File: config.mk
export PLATFORM = sky130hd
export DESIGN_NAME = conv_result_writer
export DESIGN_NICKNAME = d
export VERILOG_FILES = /design/src/rtl/conv_pkg.sv /design/src/rtl/wr_fifo.sv /design/src/rtl/conv_result_writer.sv
export SDC_FILE = /design/constraint.sdc
export NUM_CORES = 1
export LEC_CHECK = 0
export CORE_MARGIN = 2
export CORE_UTILIZATION = 30
export DETAILED_ROUTE_END_ITERATION = 8
export PLACE_DENSITY = 0.47
export SETUP_SLACK_MARGIN = 0.3
export SKIP_LAST_GASP = 1
export SLEW_MARGIN = 25
export SYNTH_ARGS = -nofsm -noshare
export SYNTH_HDL_FRONTEND = slang
export SYNTH_SLANG_ARGS = --single-unit
File: constraint.sdc
create_clock -name clk -period 8.4 [get_ports clk]
set_input_delay 2.1 -clock clk [delete_from_list [all_inputs] [get_ports clk]]
set_output_delay 2.1 -clock clk [all_outputs]
set_load 0.005 [all_outputs]
File: src/rtl/conv_pkg.sv
// Image constants shared by the convolution filter and its result writer,
// plus the writer's state encoding.
package conv_pkg;

   localparam int IMG_W   = 256;
   localparam int IMG_H   = 64;
   localparam int NUM_PIX = IMG_W * IMG_H;
   localparam int ADDR_W  = 15;

   localparam logic [1:0] ST_IDLE = 2'b00;
   localparam logic [1:0] ST_RUN  = 2'b01;
   localparam logic [1:0] ST_DONE = 2'b10;

endpackage

File: src/rtl/wr_fifo.sv
// Small synchronous FIFO that absorbs SRAM grant stalls. Besides full, it exposes
// the head and emptiness as they will be after this edge, so the owner can register them.
module wr_fifo #(
   parameter int W     = 23,
   parameter int DEPTH = 4
) (
   input  logic         clk,
   input  logic         rst,
   input  logic         i_flush,
   input  logic         i_push,
   input  logic         i_pop,
   input  logic [W-1:0] i_din,
   output logic         o_full,
   output logic         o_nxt_empty,
   output logic [W-1:0] o_nxt_head
);

   localparam int PW = $clog2(DEPTH);

   logic [W-1:0]  r_mem [DEPTH];
   logic [PW-1:0] r_rd;
   logic [PW-1:0] r_wr;
   logic [PW:0]   r_cnt;
   logic [PW:0]   w_cnt_left;
   logic [PW:0]   w_cnt_nxt;
   logic [PW-1:0] w_rd_nxt;

   assign o_full      = (r_cnt == (PW+1)'(DEPTH));
   assign w_cnt_left  = r_cnt - (PW+1)'(i_pop);
   assign w_cnt_nxt   = i_flush ? '0 : w_cnt_left + (PW+1)'(i_push);
   assign w_rd_nxt    = r_rd + PW'(i_pop);
   assign o_nxt_empty = (w_cnt_nxt == '0);
   // Nothing left after the pop means the new head is the word being pushed now.
   assign o_nxt_head  = (w_cnt_left == '0) ? i_din : r_mem[w_rd_nxt];

   always_ff @(posedge clk) begin
      if (i_push) begin
         r_mem[r_wr] <= i_din;
      end
   end

   always_ff @(posedge clk) begin
      if (rst || i_flush) begin
         r_rd  <= '0;
         r_wr  <= '0;
         r_cnt <= '0;
      end else begin
         if (i_push) begin
            r_wr <= r_wr + 1'b1;
         end
         r_rd  <= w_rd_nxt;
         r_cnt <= w_cnt_nxt;
      end
   end

endmodule

File: src/rtl/conv_result_writer.sv
// Writes the filter's result stream row-major into the output SRAM through a stall FIFO.
// Optional WRITE_CHECKSUM_EN adds a mod-2^16 sum of committed write data.
//
// state   | meaning
// IDLE    | waiting for start, in_valid ignored
// RUN     | accepting pixels and draining writes, busy=1
// DONE    | frame committed, done=1, waiting for start
module conv_result_writer #(
   parameter int IMG_W      = conv_pkg::IMG_W,
   parameter int NUM_PIX    = conv_pkg::NUM_PIX,
   parameter int BASE_ADDR  = 0,
   parameter int ADDR_W     = conv_pkg::ADDR_W,
   parameter int FIFO_DEPTH = 4
) (
   input  logic              clk,
   input  logic              rst,
   input  logic              start,
   input  logic              in_valid,
   input  logic [7:0]        in_pixel,
   input  logic              sram_gnt,
   output logic [ADDR_W-1:0] addr,
   output logic              en,
   output logic              wen,
   output logic [7:0]        d,
   output logic              busy,
   output logic              done,
   output logic              overflow,
   output logic [ADDR_W-1:0] wr_count
`ifdef WRITE_CHECKSUM_EN
   ,
   output logic [15:0]       checksum
`endif
);

   import conv_pkg::*;

   localparam int IDX_W = $clog2(NUM_PIX + 1);

   if ((NUM_PIX % IMG_W) != 0 || NUM_PIX > (1 << ADDR_W)) begin : g_bad_cfg
      $error("conv_result_writer: NUM_PIX must be whole rows and fit the address space");
   end

   logic [1:0]          r_state;
   logic [IDX_W-1:0]    r_in_idx;
   logic [ADDR_W-1:0]   r_addr;
   logic                r_en;
   logic                r_wen;
   logic [7:0]          r_d;
   logic                r_busy;
   logic                r_done;
   logic                r_ovf;
   logic [ADDR_W-1:0]   r_wr_cnt;

   logic                w_run;
   logic                w_arm;
   logic                w_take;
   logic                w_pop;
   logic                w_push;
   logic                w_drop;
   logic                w_full;
   logic                w_nxt_empty;
   logic [ADDR_W+7:0]   w_entry;
   logic [ADDR_W+7:0]   w_nxt_head;
   logic [IDX_W-1:0]    w_idx_nxt;
   logic                w_frame_end;

   assign w_run       = (r_state == ST_RUN);
   assign w_arm       = start && !w_run;
   assign w_take      = w_run && in_valid && (r_in_idx < IDX_W'(NUM_PIX));
   assign w_pop       = r_en && sram_gnt;
   // A full FIFO still takes the pixel when the head commits in the same cycle.
   assign w_push      = w_take && (!w_full || w_pop);
   assign w_drop      = w_take && w_full && !w_pop;
   assign w_entry     = {ADDR_W'(BASE_ADDR) + ADDR_W'(r_in_idx), in_pixel};
   assign w_idx_nxt   = r_in_idx + IDX_W'(w_take);
   assign w_frame_end = (w_idx_nxt == IDX_W'(NUM_PIX)) && w_nxt_empty;

   wr_fifo #(
      .W     (ADDR_W + 8),
      .DEPTH (FIFO_DEPTH)
   ) u_fifo (
      .clk         (clk),
      .rst         (rst),
      .i_flush     (w_arm),
      .i_push      (w_push),
      .i_pop       (w_pop),
      .i_din       (w_entry),
      .o_full      (w_full),
      .o_nxt_empty (w_nxt_empty),
      .o_nxt_head  (w_nxt_head)
   );

`ifdef WRITE_CHECKSUM_EN
   logic [15:0] r_sum;
   assign checksum = r_sum;
`endif

   always_ff @(posedge clk) begin
      if (rst) begin
         r_state  <= ST_IDLE;
         r_in_idx <= '0;
         r_addr   <= '0;
         r_en     <= 1'b0;
         r_wen    <= 1'b1;
         r_d      <= '0;
         r_busy   <= 1'b0;
         r_done   <= 1'b0;
         r_ovf    <= 1'b0;
         r_wr_cnt <= '0;
`ifdef WRITE_CHECKSUM_EN
         r_sum    <= '0;
`endif
      end else begin
         r_en  <= !w_nxt_empty;
         r_wen <= w_nxt_empty;
         if (!w_nxt_empty) begin
            r_addr <= w_nxt_head[ADDR_W+7:8];
            r_d    <= w_nxt_head[7:0];
         end
         case (r_state)
            ST_RUN: begin
               r_in_idx <= w_idx_nxt;
               if (w_drop) begin
                  r_ovf <= 1'b1;
               end
               if (w_pop) begin
                  r_wr_cnt <= r_wr_cnt + 1'b1;
`ifdef WRITE_CHECKSUM_EN
                  r_sum    <= r_sum + 16'(r_d);
`endif
               end
               if (w_frame_end) begin
                  r_state <= ST_DONE;
                  r_done  <= 1'b1;
                  r_busy  <= 1'b0;
               end
            end
            default: begin
               if (start) begin
                  r_state  <= ST_RUN;
                  r_in_idx <= '0;
                  r_wr_cnt <= '0;
                  r_ovf    <= 1'b0;
                  r_done   <= 1'b0;
                  r_busy   <= 1'b1;
`ifdef WRITE_CHECKSUM_EN
                  r_sum    <= '0;
`endif
               end
            end
         endcase
      end
   end

   assign addr     = r_addr;
   assign en       = r_en;
   assign wen      = r_wen;
   assign d        = r_d;
   assign busy     = r_busy;
   assign done     = r_done;
   assign overflow = r_ovf;
   assign wr_count = r_wr_cnt;

endmodule

# Word level (Yosys, flattened, before mapping)
# Memories as Yosys holds them, arrays and structs flattened.
# Index checks and enable logic that the tools add are counted.
dict set report totals {
  register_bits 67
  latch_bits 0
  mem_bits_rw 92
  romBits 0
  in_bits 13
  output_inout_bits 43
  wordCells 66
  n_memories 1
}
dict set report classes {
  addsub 6
  mul 0
  n_div 0
  n_lt_le_gt_ge 1
  n_eq_ne 6
  shift 0
  muxes 19
  bitwise 0
  n_reduce_logical 20
}
# name words width rd rd_ports_with_merged_regs wr line_no
set memory_table {}
lappend memory_table {u_fifo.r_mem 4 23 1 0 1 wr_fifo.sv:20} ;# logic [W-1:0] r_mem [DEPTH];
# op count
set op_table {}
lappend op_table {{15-bit two-way mux} 4}
lappend op_table {{23-bit two-way mux} 1}
lappend op_table {{15-bit by 1-bit adder with 15-bit output} 1}
lappend op_table {{15-bit by 1-bit adder with 15-bit output, second input constant} 1}
lappend op_table {{15-bit equality test, second input constant} 1}
lappend op_table {{15-bit < comparator, second input constant} 1}
lappend op_table {{1-bit two-way mux} 10}
lappend op_table {{1-bit logical AND} 8}
lappend op_table {{3-bit zero test} 2}
lappend op_table {{2-bit two-way mux} 3}
lappend op_table {{2-bit by 1-bit != test with 1-bit output, second input constant} 3}
lappend op_table {{2-bit AND reduction} 3}
lappend op_table {{1-bit zero test} 4}
lappend op_table {{3-bit by 1-bit adder with 3-bit output} 1}
lappend op_table {{3-bit equality test, second input constant} 1}
lappend op_table {{3-bit two-way mux} 1}
lappend op_table {{3-bit by 1-bit subtractor with 3-bit output} 1}
lappend op_table {{2-bit by 1-bit adder with 2-bit output} 1}
lappend op_table {{2-bit by 1-bit adder with 2-bit output, second input constant} 1}
lappend op_table {{2-bit by 1-bit equality test with 1-bit output, second input constant} 1}
lappend op_table {{1-bit logical OR} 2}
lappend op_table {{2-bit nonzero test} 1}

# Depth between registers and ports, before layout
dict set report logic_depth {
  depth_word 10
  depth_mapped 13
}

# By module
# From an unflattened synthesis, not the netlist that was laid out.
dict set report unflattened {
  hier_cells 504
  area_unflattened_um2 6804.0
}
# module instances cells_each area_each_um2 seq_area_each_um2
set by_module_without_submodules {}
lappend by_module_without_submodules {wr_fifo 1 189 4062.6 2902.8}
lappend by_module_without_submodules {conv_result_writer 1 315 2741.4 1161.1}

# Worst setup path before layout
# Ideal clock, no wire load.
dict set report synth_path {
  kind {in2reg}
  startpoint {input port sram_gnt}
  endpoint {register r_state[1]}
  setup_ns 0.070
  arrival_ns 4.139
  setup_slack_ns 4.191
  path_stages 12
  path_buffers 1
  cell_sequence {nand2_1 -> nand4_1 -> and2_0 -> clkbuf_1 -> ha_1 -> ha_1 -> xor3_1 -> or3_4 -> nor2_1 -> nand4_1 -> or3_1 -> a21oi_1}
}
dict set report synth_between {
  elab_chain_cells 9
}
# element line_no
set synth_rtl {}
lappend synth_rtl {{start, declared} conv_result_writer.sv:20} ;# input logic sram_gnt,
lappend synth_rtl {{1-bit logical AND} conv_result_writer.sv:70} ;# assign w_pop = r_en && sram_gnt;
lappend synth_rtl {{1-bit logical OR} conv_result_writer.sv:72} ;# assign w_push = w_take && (!w_full || w_pop);
lappend synth_rtl {{1-bit logical AND} conv_result_writer.sv:72}
lappend synth_rtl {{named net u_fifo.i_push} wr_fifo.sv:10} ;# input logic i_push,
lappend synth_rtl {{3-bit by 1-bit adder with 3-bit output} wr_fifo.sv:30} ;# assign w_cnt_nxt = i_flush ? '0 : w_cnt_left + (PW+1)'(i_push);
lappend synth_rtl {{3-bit two-way mux} wr_fifo.sv:30}
lappend synth_rtl {{3-bit zero test} wr_fifo.sv:32} ;# assign o_nxt_empty = (w_cnt_nxt == '0);
lappend synth_rtl {{1-bit logical AND} conv_result_writer.sv:76} ;# assign w_frame_end = (w_idx_nxt == IDX_W'(NUM_PIX)) && w_nxt_empty;
lappend synth_rtl {{2-bit by 1-bit != test with 1-bit output (no source line)} -}
lappend synth_rtl {{2-bit AND reduction (no source line)} -}
lappend synth_rtl {{end signal, assigned} conv_result_writer.sv:100} ;# r_state <= ST_IDLE;
lappend synth_rtl {{end signal, assigned} conv_result_writer.sv:133} ;# r_state <= ST_DONE;
lappend synth_rtl {{end signal, assigned} conv_result_writer.sv:140} ;# r_state <= ST_RUN;
lappend synth_rtl {{end, declared} conv_result_writer.sv:43} ;# logic [1:0] r_state;
# The timed path passes the listed nets, and every way through them passes these cells.
# A chain may end at the register's enable or synchronous reset.

# Final worst setup path
dict set report layout_path {
  startpoint {input port sram_gnt}
  endpoint {register r_addr[4] (netlist: addr[4])}
}
dict set report layout_between {
  elab_chain_cells 6
}
# element line_no
set layout_rtl {}
lappend layout_rtl {{1-bit logical AND *} conv_result_writer.sv:70}
lappend layout_rtl {{branches (longest 5 deep; another with 3-bit by 1-bit subtractor with 3-bit output)} -}
lappend layout_rtl {{end signal, assigned} conv_result_writer.sv:117} ;# r_addr <= w_nxt_head[ADDR_W+7:8];
lappend layout_rtl {{end, declared} conv_result_writer.sv:45} ;# logic [ADDR_W-1:0] r_addr;
# Mark *: on every way between the ends.

==> metrics.md <==
| Metric | Value |
|---|---|
| Switch share | 22.8% |
| CP Cell Sequence | clkdlybuf4s50_1 > nand2_1 > nand4_1 > and2_0 > ha_1 > ha_1 > xor3_1 > or3_4 > nand2_1 > o21ai_0 |
| Total power divided by cell area | 229 nW/um^2 |
| Highest-delay cell along the critical path | nand2_1 |
| Cts repair resizes | 0 |
| Distinct cell type count after synthesis | 48 |
| Delay-heaviest family, CP | simple AND/OR/NAND/NOR gates |
| Inserted Diodes | 0 |
| Sequential share of the synthesized area | 62.0% |
| Total grt overflow | 0 |
| Sequential share of power | 45.7% |
| Row count | 54 |
| Clk_lat worst skew | 420 ps |
| Final Slew Violations | 0 |
| Total core area | 21600 sq um |
| Vias | 4141 |
| Synth-to-layout area growth | 23.4% |
| Post-Syn Area per Cell | 13.0 sq um |
| Syn nets | 529 |
| Routed len/inst | 17.5 microns |
| Net Switching | 0.000422 W |
| Final setup fails | 0 |
| Antenna Nets Post-Route | 0 |
| Fin crit share | 56.8% |
| Port Buf Inserts | 55 |
| Peak VDD IR | 0.000138 V |
| CTS tree | done |
| Die Span Y | 152 microns |
| Synth area leaders | edfxtp_1 42%, dfxtp_1 20%, mux4_2 7.9%, mux2i_1 3.5%, nand2_1 2.7% |
| RSZ-0062 raised after global routing | no |
| I/O pin count | 56 |
| Largest net degree at the start of global routing | 31 |
| Initial DRC Count | 193 |
| H-tree lvl count | 4 |
| CTS clock-pin slew for the worst setup and hold paths | 60 ps |
| Initial core utilization | around 30% |
| Most common cell in the synthesized netlist | edfxtp_1 |
| Min Tclk post-route | around 4800 ps |
| Post-route cell area | 8090 sq um |
| Nets@finish | 585 |
| Synth top area share | between 40% and 50% |
| Hold/Removal Path Class | reg2reg |
| First-pass GRT wire length | 23900 microns |
| Fin. Hold Viols | 0 |
| Largest stage delay on the critical path | 670 ps |
| Crit end category | register |
| Vias per inst | 4.85 |
| Final GP Congestion | ~0.8 |
| Fillers | around 2100 |
| HPWL reported at the end of detailed placement | 9110 microns |
| Die width | 152 microns |
| WL final | ~15000 microns |
| Leak | 2.84 nW |
| Top_reg_cell synth | edfxtp_1 |
| Worst Max-Slew Pin Slew | 885 ps |
| Worst Setup Path Type | in2reg |
| Post-Syn Instances | 504 |
| Startpoint Class | primary input |
| Die footprint | about 23000 sq um |
| Worst EP arrival | 5040 ps |
| Setup slack, reg-to-reg | 4810 ps |
| Initial antenna violation count | 0 |
| DRC Markers | 0 |
| Clock root cell | clkbuf_16 |
| Max cap viols | 0 |
| EDFF count, synth | 92 |
| Int Pwr | 0.00143 W |
| Top cells by count, synth | 92 x edfxtp_1, 65 x dfxtp_1, 48 x nand2_1, 38 x nor2_1, 34 x o21ai_0 |
| Total Neg Setup Slack | 0 ps |
| Power share of the clock group | around 44% |
| Cts hold-fix bufs | 0 |
| CTS Buf Count | 17 |
| Post-CTS Setup Inserts | 0 |
| Post-synth ARST share | 0% |
| Placed inst area | 7420 sq um |
| Worst Path Buf+Inv | 1 |
| Pre-antenna DRT Iters | 4 |
| Fraction of layout cells with a size suffix above 1 | 13.6% |
| Synth area leader | edfxtp_1 |
| Status | finished clean |
| CTS Sinks | between 150 and 200 |
| Slew HR | 40.9% |
| Required @ worst endpoint | 8670 ps |
| Mapped cell area | 6560 sq um |
| Critical Path Fanout Max | 25 |
| Maximum clock frequency | between 0.2 and 0.25 GHz |
| Vias in the first global route | 4244 |
| Gate power share | 10.9% |
| GRT Overall Usage | 13.5% |
| Clk_skew | 14.0 ps |
| Max clock buf depth | 2 |
| Warnings from Yosys | 0 |
| #FFs+latches synth | approximately 160 |
[layout by cell type, fill, tap and decap left out, types with 7 or more instances in the layout]
cell type         n
a21oi_1          17
and2_1            7
and3_1           14
buf_4             8
clkbuf_16        17
clkdlybuf4s50_1  55
dfxtp_1          65
edfxtp_1         92
ha_1             12
inv_1            11
mux2i_1          23
mux4_2           23
nand2_1          48
nand3_1          12
nor2_1           38
o21ai_0          34
xnor2_1           9
xor2_1            7
[sequential cells by signal, summed over array words and instances, names as in the netlist, 2 cells and up]
name,flops
r_in_idx,15
u_fifo.r_wr,2
r_state,2
u_fifo.r_mem,92
d,8
wr_count,15
addr,15
u_fifo.r_rd,2
u_fifo.r_cnt,3
[worst register-to-register path, cell delays in order (launching register included)]
cell and delay [ps]:
dfxtp_1 420, nor2b_2 570, nand3b_1 170, inv_1 170
and2_0 300, ha_1 200, ha_1 150, xor3_1 240
or3_4 360, nand2_1 670, o21ai_0 210
[routing by layer]
metal / share of wire (%) / vias to the layer above / global-route usage [%]
met5: 0 / - / 0
met4: 1.5 / 0 / 5.65
met3: 4.3 / 16 / 3.14
met2: 47 / 94 / 21.3
met1: 47 / 2041 / 17.8
li1: - / 1990 / -
[worst paths after layout]
kind                                  from        to  cells after the start
worst max register to register  r_state[0]   addr[4]                     10
worst min register to register    addr[13]  addr[13]                      2
worst min-delay path              addr[13]  addr[13]                      2
worst max-delay path              sram_gnt   addr[4]                     10
[power groups by stage]
stage / logic (W) / registers (W) / clock network, W
finish: 0.000201 / 0.000846 / 0.000806
global route: 0.000221 / 0.000849 / 0.000868
CTS: 0.000205 / 0.000846 / 0.000831
detailed placement: 0.000205 / 0.000863 / 0
global placement: 0.000204 / 0.000862 / 0
floorplan: 0.000122 / 0.000861 / 0
[cells by family after synthesis]
kind of cell    synth area share [%]
mux                             11.9
simple gates                    12.0
fa+ha+maj                       2.29
flops                           62.0
xor+xnor                        2.63
compound gates                  6.73
buf+inv                         2.50
[layout make-up]
class / count / area, sq um / share of cell area (%)
clock buffer: 19 / 433 / 5.35
clock inverter: 13 / 191 / 2.37
inverter: 11 / 41.3 / 0.510
multi-input combinational: 308 / 2360 / 29.1
sequential: 157 / 4060 / 50.2
tap: 280 / 350 / 4.33
timing repair buffer: 65 / 653 / 8.07
[metrics by stage]
| step | utilization (%) | instances | setup slack, ps | power (W) | hold slack, ps |
|---|---|---|---|---|---|
| finish | 37.4 | 853 | 3630 | 0.00185 | 446 |
| global placement | 34.3 | 819 | 3260 | 0.00107 | 440 |
| detailed placement | 34.3 | 819 | 3110 | 0.00107 | 444 |
| global route | 37.4 | 853 | 3300 | 0.00194 | 476 |
| floorplan | - | 504 | 4190 | 0.000983 | 445 |
| CTS | 37.2 | 851 | 3570 | 0.00188 | 453 |
No activity file was read; power rests on OpenSTA's default activity.
